## config.mk

```make
export PLATFORM = sky130hd
export DESIGN_NAME = fwd_ctrl
export DESIGN_NICKNAME = d
export VERILOG_FILES = /design/src/rtl/fwd_ctrl.sv
export SDC_FILE = /design/constraint.sdc
export NUM_CORES = 1
export LEC_CHECK = 0
export ABC_AREA = 1
export CORE_MARGIN = 3
export CORE_UTILIZATION = 44
export CTS_CLUSTER_DIAMETER = 30
export DETAILED_ROUTE_END_ITERATION = 6
export PLACE_DENSITY = 0.74
export RECOVER_POWER = 100
export SLEW_MARGIN = 20
export SYNTH_ARGS = -nofsm -noshare
export SYNTH_HDL_FRONTEND = slang
export SYNTH_SLANG_ARGS = --single-unit
```

## constraint.sdc

```tcl
create_clock -name clk -period 1.3 [get_ports clk]
set_clock_uncertainty 0.1 [all_clocks]
set_input_delay 0.26 -clock clk [delete_from_list [all_inputs] [get_ports clk]]
set_output_delay 0.26 -clock clk [all_outputs]
set_load 0.005 [all_outputs]
```

## src/rtl/fwd_ctrl.sv

```systemverilog
// Operand-forwarding and load-use hazard controller: tracks destinations in EX/MEM/WB
// and drives the decode operand mux selects plus a load-use stall.
module fwd_ctrl #(
    parameter int REG_BITS = 4
) (
    input  logic                clk,
    input  logic                rst,
    input  logic                issue_valid,
    input  logic                issue_we,
    input  logic                issue_load,
    input  logic [REG_BITS-1:0] issue_rd,
    input  logic [REG_BITS-1:0] src_a,
    input  logic [REG_BITS-1:0] src_b,
    input  logic                use_a,
    input  logic                use_b,
    input  logic                flush,
    output logic [1:0]          sel_a,
    output logic [1:0]          sel_b,
    output logic                stall
);

    typedef struct packed {
        logic                valid;
        logic                we;
        logic                load;
        logic [REG_BITS-1:0] rd;
    } slot_t;

    localparam logic [1:0] SEL_RF  = 2'd0;
    localparam logic [1:0] SEL_EX  = 2'd1;
    localparam logic [1:0] SEL_MEM = 2'd2;
    localparam logic [1:0] SEL_WB  = 2'd3;

    slot_t ex_slot, mem_slot, wb_slot;
    slot_t issue_slot;

    logic ex_a, mem_a, wb_a;
    logic ex_b, mem_b, wb_b;

    function automatic logic slot_match(
        input slot_t               s,
        input logic                use_x,
        input logic [REG_BITS-1:0] src_x
    );
        return use_x && (src_x != '0) && s.valid && s.we && (s.rd == src_x);
    endfunction

    function automatic logic [1:0] pick_sel(
        input logic ex_hit,
        input logic mem_hit,
        input logic wb_hit
    );
        if (ex_hit)       return SEL_EX;
        else if (mem_hit) return SEL_MEM;
        else if (wb_hit)  return SEL_WB;
        else              return SEL_RF;
    endfunction

    assign issue_slot = '{valid: 1'b1, we: issue_we, load: issue_load, rd: issue_rd};

    // NOTE: every output gets a default before any branch so no latch is inferred.
    always_comb begin
        ex_a  = 1'b0;
        mem_a = 1'b0;
        wb_a  = 1'b0;
        ex_b  = 1'b0;
        mem_b = 1'b0;
        wb_b  = 1'b0;
        sel_a = SEL_RF;
        sel_b = SEL_RF;
        stall = 1'b0;
        if (!rst && issue_valid) begin
            ex_a  = slot_match(ex_slot,  use_a, src_a);
            mem_a = slot_match(mem_slot, use_a, src_a);
            wb_a  = slot_match(wb_slot,  use_a, src_a);
            ex_b  = slot_match(ex_slot,  use_b, src_b);
            mem_b = slot_match(mem_slot, use_b, src_b);
            wb_b  = slot_match(wb_slot,  use_b, src_b);
            sel_a = pick_sel(ex_a, mem_a, wb_a);
            sel_b = pick_sel(ex_b, mem_b, wb_b);
            stall = ex_slot.load && (ex_a || ex_b);
        end
    end

    // NOTE: state registers use non-blocking assignments so all slots shift from pre-edge values.
    always_ff @(posedge clk or posedge rst) begin
        if (rst) begin
            ex_slot  <= '0;
            mem_slot <= '0;
            wb_slot  <= '0;
        end else begin
            wb_slot  <= mem_slot;
            mem_slot <= ex_slot;
            // A stalled or flushed instruction leaves a bubble behind in EX.
            if (issue_valid && !stall && !flush) begin
                ex_slot <= issue_slot;
            end else begin
                ex_slot <= '0;
            end
        end
    end

endmodule

```

==> flow_metrics.tcl, run 1 <==
set metrics [dict create \
    vias 1120 \
    status "complete, but fails checks" \
    critical_path_required_ps 940 \
    cts_hold_buf 0 \
    clock_power_share_pct 26.6 \
    syn_inst 156 \
    period_share_pct 149 \
    busiest_layer "met2" \
    ir_worst_vdd_v 0.000652 \
    power_w 0.00116 \
    drive_above_1_share_pct 27.3 \
    syn-cell-area_mm2 0.00110 \
    first_global_vias 1084 \
    hold_viol 0 \
    crit_path_end_kind "primary output" \
    drv_cap 0 \
    grtUsageMet1_pct 20.0 \
    p_sw_w 0.000327 \
    ys_top_cells_by_area "dfrtp_1 (43%), nand2_1 (15%), inv_1 (8.5%)" \
    cts-buffers-inserted 3 \
    drv_slew 0 \
    tritoncts "yes" \
    p_per_area_mw_per_mm2 757 \
    finalCriticalPeriod_ps 1930 \
    postRouteAntennaNets 0 \
    insertedDiodeCount 0 \
    clock_sinks 19 \
    ys_seq_elements 19 \
    gp_congestion 0.907 \
    root_buffer "clkbuf_4" \
    p_int_w 0.000834 \
    power.leakage_nw 0.798 \
    relSlewSlack_pct 68.5 \
    initial_core_util_pct 48.0 \
    synth_area_leader_cell "dfrtp_1" \
    power_frac_seq_pct 54.7 \
    rsz0062_at_grt "yes" \
    grtUsageMet3_pct 3.71 \
    hp-class "reg2reg" \
    violations "setup timing" \
    grt.total_usage_pct 17.8 \
    grt_pass1_wl_um 4450 \
    drc 0 \
    dp_hpwl_um 1840 \
    clkTransAtPathRegs_ps 110 \
    routedWlPerCell_um 11.6 \
    drt_iter0_markers 47 \
    worstPathArrival_ps 1570 \
    clock_latency_ps 300 \
    yosysWarnings 0 \
    synth_top_area_share_pct 43.1 \
    drt_pass1_iterations 6 \
    timing.fmax_mhz 517 \
    via_per_inst 4.96 \
    finalWorstSetupSlack_ps -634 \
    die_h_um 56.1 \
    dieArea_mm2 0.00314 \
    core_area_mm2 0.00230 \
    synth-seq-area-share_pct 43.1 \
    post-place-ws_ps -1030 \
    swShare_pct 28.1 \
    antenna_found_initial 0 \
    gr-total-overflow 0 \
    start_kind "flip-flop" \
    wl_um 2610 \
    row_count 17 \
    path_max_fanout 2 \
    synth_fp_nets 176 \
    grt_util_met2_pct 32.1 \
    cts_max_level 1 \
    layout_commonest_cell "nand2_1" \
    setup_viol 12 \
    port_buffers 24 \
    p_comb_share_pct 18.7 \
    die_w_um 56.1 \
    grt_max_degree 20 \
    nNetsFinal 219 \
    avgSynthCellArea_um2 7.07 \
    critical_path_class "reg2out" \
    ioPinCount 25 \
    synthToLayoutAreaGrowth_pct 39.0 \
    worstMarginPinSlew_ps 473 \
    clk_path_buf_depth 2 \
    synth_cell_types 17 \
    final_cell_mix "nand2_1 (40), inv_1 (24), nor2_1 (19)" \
]
==> cells in the mapped netlist <==
cell type and number:
a21oi_1 8, dfrtp_1 19, inv_1 25, inv_2 6, nand2_1 43, nand2_2 4
nand2_4 1, nand2_8 1, nand3_1 5, nand4_1 2, nor2_1 20, nor2_2 8
nor2_4 1, nor3_1 1, o21ai_0 5, o21ai_1 3, xor2_1 4
==> sequential cells by signal (all words and copies together) (netlist names) <==
signal    cells
mem_slot      6
ex_slot       7
wb_slot       6
==> cell families after synthesis <==
family	after synthesis	synth area share [%]
compound gates	16	7.26
xor+xnor	4	3.17
simple gates	86	35.9
buf+inv	31	10.5
flops	19	43.1
==> per-layer routing <==
metal / wire length, um / vias to the layer above
met5: 0 / -
met4: 56 / 0
met3: 194 / 8
met2: 1340 / 42
met1: 1020 / 516
li1: - / 554
==> power by group through the flow <==
| stage | sequential, W | combinational [W] | clock [W] |
|---|---|---|---|
| 3_5_place_dp | 0.000646 | 0.000203 | 0 |
| 6_report | 0.000635 | 0.000218 | 0.000309 |
| 2_1_floorplan | 0.000640 | 0.000106 | 0 |
| 5_1_grt | 0.000638 | 0.000244 | 0.000348 |
| 3_3_place_gp | 0.000645 | 0.000200 | 0 |
| 4_1_cts | 0.000632 | 0.000212 | 0.000319 |
==> final cells by class <==
| type | instances | area (um^2) |
|---|---|---|
| fillers | 219 | 763 |
| flip-flops and latches | 19 | 477 |
| repair buffers | 38 | 322 |
| clock inverters | 1 | 7.51 |
| inverters | 31 | 116 |
| multi-input cells | 106 | 554 |
| clock buffers | 3 | 22.5 |
| well taps | 28 | 35.0 |
==> worst paths after layout <==
path                              from         end  slack (ps)  cells after the start
setup reg to reg            ex_slot[3]  ex_slot[1]        -190                      9
setup / recovery            wb_slot[2]    sel_b[1]        -630                      8
hold reg to reg            mem_slot[5]  wb_slot[5]         300                      0
max in group asynchronous          rst  ex_slot[3]         350                      3
min in group asynchronous          rst  wb_slot[0]         410                      3
hold / removal             mem_slot[5]  wb_slot[5]         300                      0
==> worst max-delay path, cell delays in order (launching register included) <==
cell	delay, ps
dfrtp_1	410
buf_4	150
xor2_1	130
nor2_1	110
nand2_1	70
nor2_2	100
inv_1	60
a21oi_2	110
buf_2	130
==> what timing repair did <==
item | in CTS | in global routing
pin swaps | 15 | 12
setup endpoints to repair | 12 | 12
setup buffers | 8 | 1
gates resized for setup | 35 | 10
==> per-stage QoR <==
| stage | hold slack [ps] | cells | utilization (%) | setup TNS [ps] | area (um^2) |
|---|---|---|---|---|---|
| global placement | 257 | 214 | 62.1 | -8910 | 1430 |
| global route | 323 | 226 | 66.8 | -5580 | 1530 |
| finish | 298 | 226 | 66.8 | -4310 | 1530 |
| floorplan | 111 | 156 | - | -13.6 | 1110 |
| CTS | 203 | 225 | 65.4 | -4570 | 1500 |
| detailed placement | 263 | 214 | 62.1 | -9180 | 1430 |
Note: power is estimated with default switching activity, not from simulation.
==> run 2: changes to the inputs <==
--- a/config.mk
+++ b/config.mk
@@ -6,11 +6,13 @@
 export NUM_CORES = 1
 export LEC_CHECK = 0
 export ABC_AREA = 1
+export CAP_MARGIN = 0
 export CORE_MARGIN = 3
-export CORE_UTILIZATION = 44
+export CORE_UTILIZATION = 46
+export CTS_BUF_LIST = sky130_fd_sc_hd__clkbuf_8
 export CTS_CLUSTER_DIAMETER = 30
 export DETAILED_ROUTE_END_ITERATION = 6
-export PLACE_DENSITY = 0.74
+export PLACE_DENSITY = 0.77
 export RECOVER_POWER = 100
 export SLEW_MARGIN = 20
 export SYNTH_ARGS = -nofsm -noshare
==> run 2 against run 1 <==
Against the previous run: the flow still finishes with violations (setup timing); setup slack better by 57 ps; critical path type unchanged; global-route usage is 0.33 points higher; first-iteration DRC count is 72% lower.
==> flow_metrics.tcl, run 2 (synthesis results as in run 1) <==
set metrics [dict create \
    vias 1116 \
    relSlewSlack_pct 68.6 \
    period_share_pct 144 \
    crit-reg2reg-launch "ex_slot[3]" \
    crit_path_end_kind "primary output" \
    tritoncts "yes" \
    path_max_fanout 3 \
    gr-total-overflow 0 \
    r2r_end "ex_slot[1]" \
    core_area_mm2 0.00225 \
    ioPinCount 25 \
    row_count 17 \
    via_per_inst 4.85 \
    grt_pass1_wl_um 3870 \
    finalCriticalPeriod_ps 1880 \
    wl_um 2740 \
    largest_register_ffs 7 \
    port_buffers 24 \
    insertedDiodeCount 0 \
    fin_area_mm2 0.00162 \
    reg_top3 "ex_slot (7), mem_slot (6), wb_slot (6)" \
    p_int_w 0.000943 \
    clock_power_share_pct 33.0 \
    fin_tns_setup_ps -4160 \
    cts_hold_buf 0 \
    power.leakage_nw 0.827 \
    power_w 0.00130 \
    placed_area_mm2 0.00144 \
    nNetsFinal 223 \
    gp_congestion 0.998 \
    post-place-ws_ps -1070 \
    postRouteAntennaNets 0 \
    hp-class "reg2reg" \
    violations "setup timing" \
    die_w_um 55.0 \
    status "complete, but fails checks" \
    startpoint "ex_slot[3]" \
    dieArea_mm2 0.00302 \
    initial_core_util_pct 48.9 \
    fill_cells 190 \
    clock_latency_ps 260 \
    worstPathArrival_ps 1520 \
    start_kind "flip-flop" \
    routedWlPerCell_um 11.9 \
    grt_max_degree 20 \
    clk_path_buf_depth 2 \
    clkTransAtPathRegs_ps 70 \
    cts_max_level 1 \
    reg2reg_depth 10 \
    worstMarginPinSlew_ps 471 \
    dp_cells 215 \
    finalWorstSetupSlack_ps -577 \
    hold_start "mem_slot[5]" \
    drt_iter0_markers 13 \
    drv_slew 0 \
    p_comb_share_pct 18.1 \
    p_sw_w 0.000355 \
    synthToLayoutAreaGrowth_pct 46.5 \
    timing.fmax_mhz 533 \
    dp_hpwl_um 2010 \
    power_frac_seq_pct 48.9 \
    first_global_vias 964 \
    instances_no_fill 230 \
    drive_above_1_share_pct 33.2 \
    clock_sinks 19 \
    drc 0 \
    drv_cap 0 \
    regMostFlops "ex_slot" \
    antenna_found_initial 0 \
    die_h_um 55.0 \
    critical_path_required_ps 940 \
    swShare_pct 27.3 \
    rsz0062_at_grt "yes" \
    p_per_area_mw_per_mm2 803 \
    drt_pass1_iterations 4 \
    ir_worst_vdd_v 0.000770 \
    grt.total_usage_pct 18.2 \
    setup_viol 12 \
    root_buffer "clkbuf_8" \
    critical_path_class "reg2out" \
    crit_path_end "sel_b[0]" \
    cts-buffers-inserted 3 \
    hold_viol 0 \
    final_cell_mix "nand2_1 (41), inv_1 (20), dfrtp_1 (18)" \
    rrSetupSlack_ps -220 \
    layout_commonest_cell "nand2_1" \
]
run 2: what timing repair did:
item,CTS,global route
hold endpoints to repair,0,0
setup buffers,9,4
endpoints found under the setup margin,12,12
resized for setup,38,22
pin swaps,18,16
run 2: cell type report:
class / count / area (um^2) / share of cell area, %
Clock buffer: 3 / 41.3 / 2.55
Sequential cell: 19 / 477 / 29.5
Tap cell: 28 / 35.0 / 2.17
Timing Repair Buffer: 42 / 372 / 23.0
Multi-Input combinational cell: 106 / 568 / 35.1
Inverter: 31 / 116 / 7.20
Clock inverter: 1 / 7.51 / 0.464
run 2: layer usage:
layer / wire length [um] / GRT usage (%) / vias up
li1: - / - / 558
met1: 1140 / 21.8 / 519
met2: 1420 / 32.3 / 33
met3: 127 / 1.88 / 6
met4: 50 / 8.50 / 0
met5: 0 / 0 / -
run 2: worst min-delay path by stage:
stage | end | slack (ps) | cells after the start
6_report | wb_slot[5] | 280 | 0
5_1_grt | mem_slot[5] | 300 | 0
4_1_cts | ex_slot[3] | 250 | 3
3_5_place_dp | wb_slot[5] | 260 | 0
3_3_place_gp | wb_slot[6] | 260 | 0
2_1_floorplan | ex_slot[0] | 110 | 1
run 2: power by group through the flow:
stage	clock network [W]	logic [W]	registers, W
6_report	0.000428	0.000235	0.000635
5_1_grt	0.000464	0.000258	0.000638
4_1_cts	0.000431	0.000217	0.000633
3_5_place_dp	0	0.000208	0.000646
3_3_place_gp	0	0.000202	0.000644
2_1_floorplan	0	0.000106	0.000640
run 2: worst max-delay path: stages (launching register included):
cell	delay, ps
dfrtp_2	440
buf_6	130
a21oi_2	100
nand2_1	80
nor2_2	90
nand2_2	80
buf_6	120
a21oi_2	100
buf_2	120
run 2: metrics by stage:
| step | hold slack, ps | util [%] |
|---|---|---|
| after floorplan | 111 | - |
| after global placement | 257 | 63.7 |
| after detailed placement | 262 | 63.7 |
| final | 277 | 71.7 |
| after global routing | 295 | 71.7 |
| after CTS | 245 | 68.8 |
==> run 3: changes to the inputs <==
--- a/config.mk
+++ b/config.mk
@@ -11,6 +11,7 @@
 export CORE_UTILIZATION = 46
 export CTS_BUF_LIST = sky130_fd_sc_hd__clkbuf_8
 export CTS_CLUSTER_DIAMETER = 30
+export CTS_CLUSTER_SIZE = 8
 export DETAILED_ROUTE_END_ITERATION = 6
 export PLACE_DENSITY = 0.77
 export RECOVER_POWER = 100
==> results of run 3 <==
No change in the layout: final DEF, timing and power equal those of run 2.
==> variant 1, RTL diff (config.mk and constraints of run 1) <==
Change the parameter `REG_BITS` from 4 to 6.
--- a/src/rtl/fwd_ctrl.sv
+++ b/src/rtl/fwd_ctrl.sv
@@ -3,3 +3,3 @@
 module fwd_ctrl #(
-    parameter int REG_BITS = 4
+    parameter int REG_BITS = 6
 ) (
Ports: changed (resized issue_rd, src_a and src_b); port bits go from 25 to 31. No check against the original RTL was run, so the function may have changed too.
==> variant 1 against run 1 <==
- the run still ends with negative setup slack left
- utilization shrank 0.70 points
- largest cell class unchanged
- synthesized area grew 34%
- routed wire length grew 31%
- worst setup slack lost 0.088 ns
- power grew 29%
- final area grew 35%
- critical endpoint is now sel_b[0]
- largest power group unchanged
- sequential cell count grew 6
==> variant 1: results <==
group,metric,value,unit
routing,wl_per_cell,11.08,um
grt,grt_use_total,18.79,%
placed_design,placed_cell_area,0.001942,mm2
routing,dr.pass1.iters,4,
timing,setup_violations,14,
worst_setup_path,critPathLaunch,"wb_slot[1]",
yosys,yosysUniqueCellTypes,23,
worst_setup_path,crit_fanout,2,
final_layout,fin_cells,308,
routing,wl_met2,1.612,mm
routing,dr.first_iter.drc_count,69,
pwr,power_leakage,1.095,nW
yosys,synth_common_cells,"58 x nand2_1, 34 x inv_1, 25 x dfrtp_1, 24 x nor2_1, 12 x nand3_1",
worst_setup_path,crit_family,"simple AND/OR/NAND/NOR gates",
outcome,violations,"negative setup slack",
pwr,totalPowerFinal,1.496,mW
worst_setup_path,r2r_end,"ex_slot[2]",
pwr,pwr-share-clk,23.0,%
grt,met1_usage,24.25,%
yosys,synth-compound-area-share,4.722,%
worst_setup_path,max_stage_delay,0.41,ns
placed_design,routabilityCongestion,0.8740,
placed_design,hpwl,2.628,mm
timing,holdWs,0.3000,ns
worst_setup_path,timing.rr.start,"ex_slot[4]",
clock_tree,clk_pin_slew,0.13,ns
yosys,syn-num-nets,233,
worst_hold_path,worstHoldEndpoint,"mem_slot[7]",
routing,postRouteAntennaNets,0,
pwr,peakVddDrop,0.0005290,V
worst_hold_path,worstHoldStart,"ex_slot[7]",
yosys,synth_xor_area_share,6.492,%
final_layout,reg_top3,"ex_slot (9), mem_slot (8), wb_slot (8)",
grt,grt_pass1_wl,6.099,mm
worst_setup_path,cp.arrival,1.66,ns
grt,met3_usage,4.042,%
worst_setup_path,endpoint,"sel_b[0]",
outcome,outcome,"finished with violations",
placed_design,dp_slack,-1.207,ns
placed_design,port_buffers,30,
final_layout,final_net_count,291,
yosys,synth_area_leaders,"dfrtp_1 42%, nand2_1 15%, inv_1 8.6%",
pwr,p_sw_share,27.97,%
worst_setup_path,reg2reg_setup_slack,-0.30,ns
final_layout,diodes,0,
routing,via_per_inst,4.458,
grt,grt_max_degree,26,
timing,setup_ws,-0.7222,ns
grt,use_met2,31.61,%
yosys,synth-seq-area-share,42.16,%
routing,wl_met1,1.528,mm
routing,met3WireLength,225,um
timing,tightest_slew,0.6217,ns
yosys,syn-mean-instance-area,7.169,um2
==> variant 1: changes by cell type after synthesis, sizes merged, moves of 2 or more <==
cell,delta
nor2,+6
inv,+11
a21oi,-2
xor2,+7
dfrtp,+6
nand3,+10
nor3,+2
clkinv,+2
o21ai,-5
nand2,+12
==> variant 1: layout make-up <==
| type | count | area, um2 |
|---|---|---|
| fillers | 297 | 1061 |
| flip-flops and latches | 25 | 625.6 |
| inverters | 44 | 166.4 |
| well taps | 44 | 55.05 |
| multi-input cells | 139 | 753.2 |
| clock buffers | 4 | 26.28 |
| repair buffers | 52 | 440.4 |
==> variant 1: kinds of logic (layout without fill, tap and decap cells) <==
logic type      count (synthesis)  in the layout
simple gates                  115            116
buf+inv                        44            100
flops                          25             25
compound gates                 12             12
xor+xnor                       11             11
==> variant 1: timing repair <==
item                                    CTS  global route
gates cloned                              1             0
resized for setup                        44             9
pin swaps                                17            18
endpoints found under the setup margin   14            14
setup buffers                            12             1
==> variant 2, RTL diff (flow settings as in run 1) <==
Without the edit above. Make the reset (`rst`) synchronous in one clocked block.
--- a/src/rtl/fwd_ctrl.sv
+++ b/src/rtl/fwd_ctrl.sv
@@ -85,3 +85,3 @@
     // NOTE: state registers use non-blocking assignments so all slots shift from pre-edge values.
-    always_ff @(posedge clk or posedge rst) begin
+    always_ff @(posedge clk) begin
         if (rst) begin
Function: no difference found for any inputs over 10 cycles, from zero or initial values and one cycle with rst high; that may be too few to reach the edited logic, so the function may still have changed.
==> variant 2 against run 1 <==
- the flow still finishes with violations (negative setup slack)
- worst setup slack gained 0.092 ns
- clock power increased by 5%
- synthesized area fell by 6.8%
- routed wire length is essentially flat
- power shrank 4.4%
- final area is 4.2% lower
- die area fell by 6.1%
- largest cell class unchanged
- via count is 1.3% higher
- global-route usage up 2.8 points
- utilization up 3.8 points
- sequential cell count did not move
- synthesized cell count up 8.3%
==> variant 2: results <==
group,metric,value,unit
final_layout,area_growth,42.94,%
timing,setup_violations,12,
final_layout,fillers,201,
grt,grt_max_degree,13,
final_layout,num-multi-input-gates,115,
yosys,synth_common_cells,"46 x nor2_1, 34 x nand2_1, 33 x inv_1, 19 x dfxtp_1, 9 x o21ai_0",
timing,setup_ws,-0.5424,ns
worst_setup_path,max_stage_delay,0.35,ns
routing,dr.first_iter.drc_count,29,
yosys,synth-seq-area-share,36.98,%
pwr,totalPowerFinal,1.110,mW
routing,drt_wl_total,2.609,mm
final_layout,clk_share,2.043,%
outcome,outcome,"finished with violations",
final_layout,n_all_inverters,34,
pwr,powerSeq,0.604,mW
grt,grt_use_total,20.63,%
yosys,yosysUniqueCellTypes,16,
final_layout,regArea,397.9,um2
timing,max_slew_margin,62.88,%
placed_design,placed_cell_area,0.001384,mm2
pwr,intPower,0.8001,mW
clock_tree,cts_buffers,3,
placed_design,routabilityCongestion,0.9417,
pwr,power_leakage,0.7012,nW
routing,via_per_inst,4.785,
final_layout,final_net_count,231,
grt,grt_pass1_wl,4.429,mm
placed_design,hpwl,2.001,mm
outcome,violations,"negative setup slack",
final_layout,drive_above_1_share,32.38,%
worst_setup_path,crit_fanout,3,
yosys,synth_area_leaders,"dfxtp_1 37%, nor2_1 17%, nand2_1 12%",
routing,dr.pass1.iters,4,
placed_design,dp_slack,-1.096,ns
clock_tree,post_cts_resized,59,
yosys,synthArstFlopShare,0,%
yosys,syn-num-nets,189,
pwr,pwr-share-clk,29.2,%
timing,finalSetupTns,-3.036,ns
worst_setup_path,cp.arrival,1.48,ns
yosys,netlist_instances,169,
final_layout,buffer_area_share,20.85,%
[variant 2: layer usage]
metal	global-route usage [%]	part of all wire (%)	routed length (um)	vias up
met2	35.46	49	1266	31
met3	3.270	4.7	122	10
met5	0	0	0	-
met1	25.25	44	1144	506
li1	-	-	-	587
met4	8.714	2.9	76	0
[variant 2: cells by family (layout without fill, tap and decap cells)]
kind of cell,after synthesis,count (layout),share of synthesized area [%]
xor gates and xnor gates,6,6,5.109
buffers and inverters,35,76,12.77
DFF,19,19,36.98
and+or+nand+nor,95,95,37.96
AOI/OAI and AO/OA,14,14,7.178
[variant 2: path summary, 6_finish.rpt]
path	startpoint	endpoint	slack (ns)	cells past startpoint
hold / removal	mem_slot[5]	wb_slot[5]	0.33	2
setup reg to reg	ex_slot[1]	ex_slot[1]	-0.09	10
setup / recovery	mem_slot[0]	sel_a[0]	-0.54	7
hold reg to reg	mem_slot[5]	wb_slot[5]	0.33	2
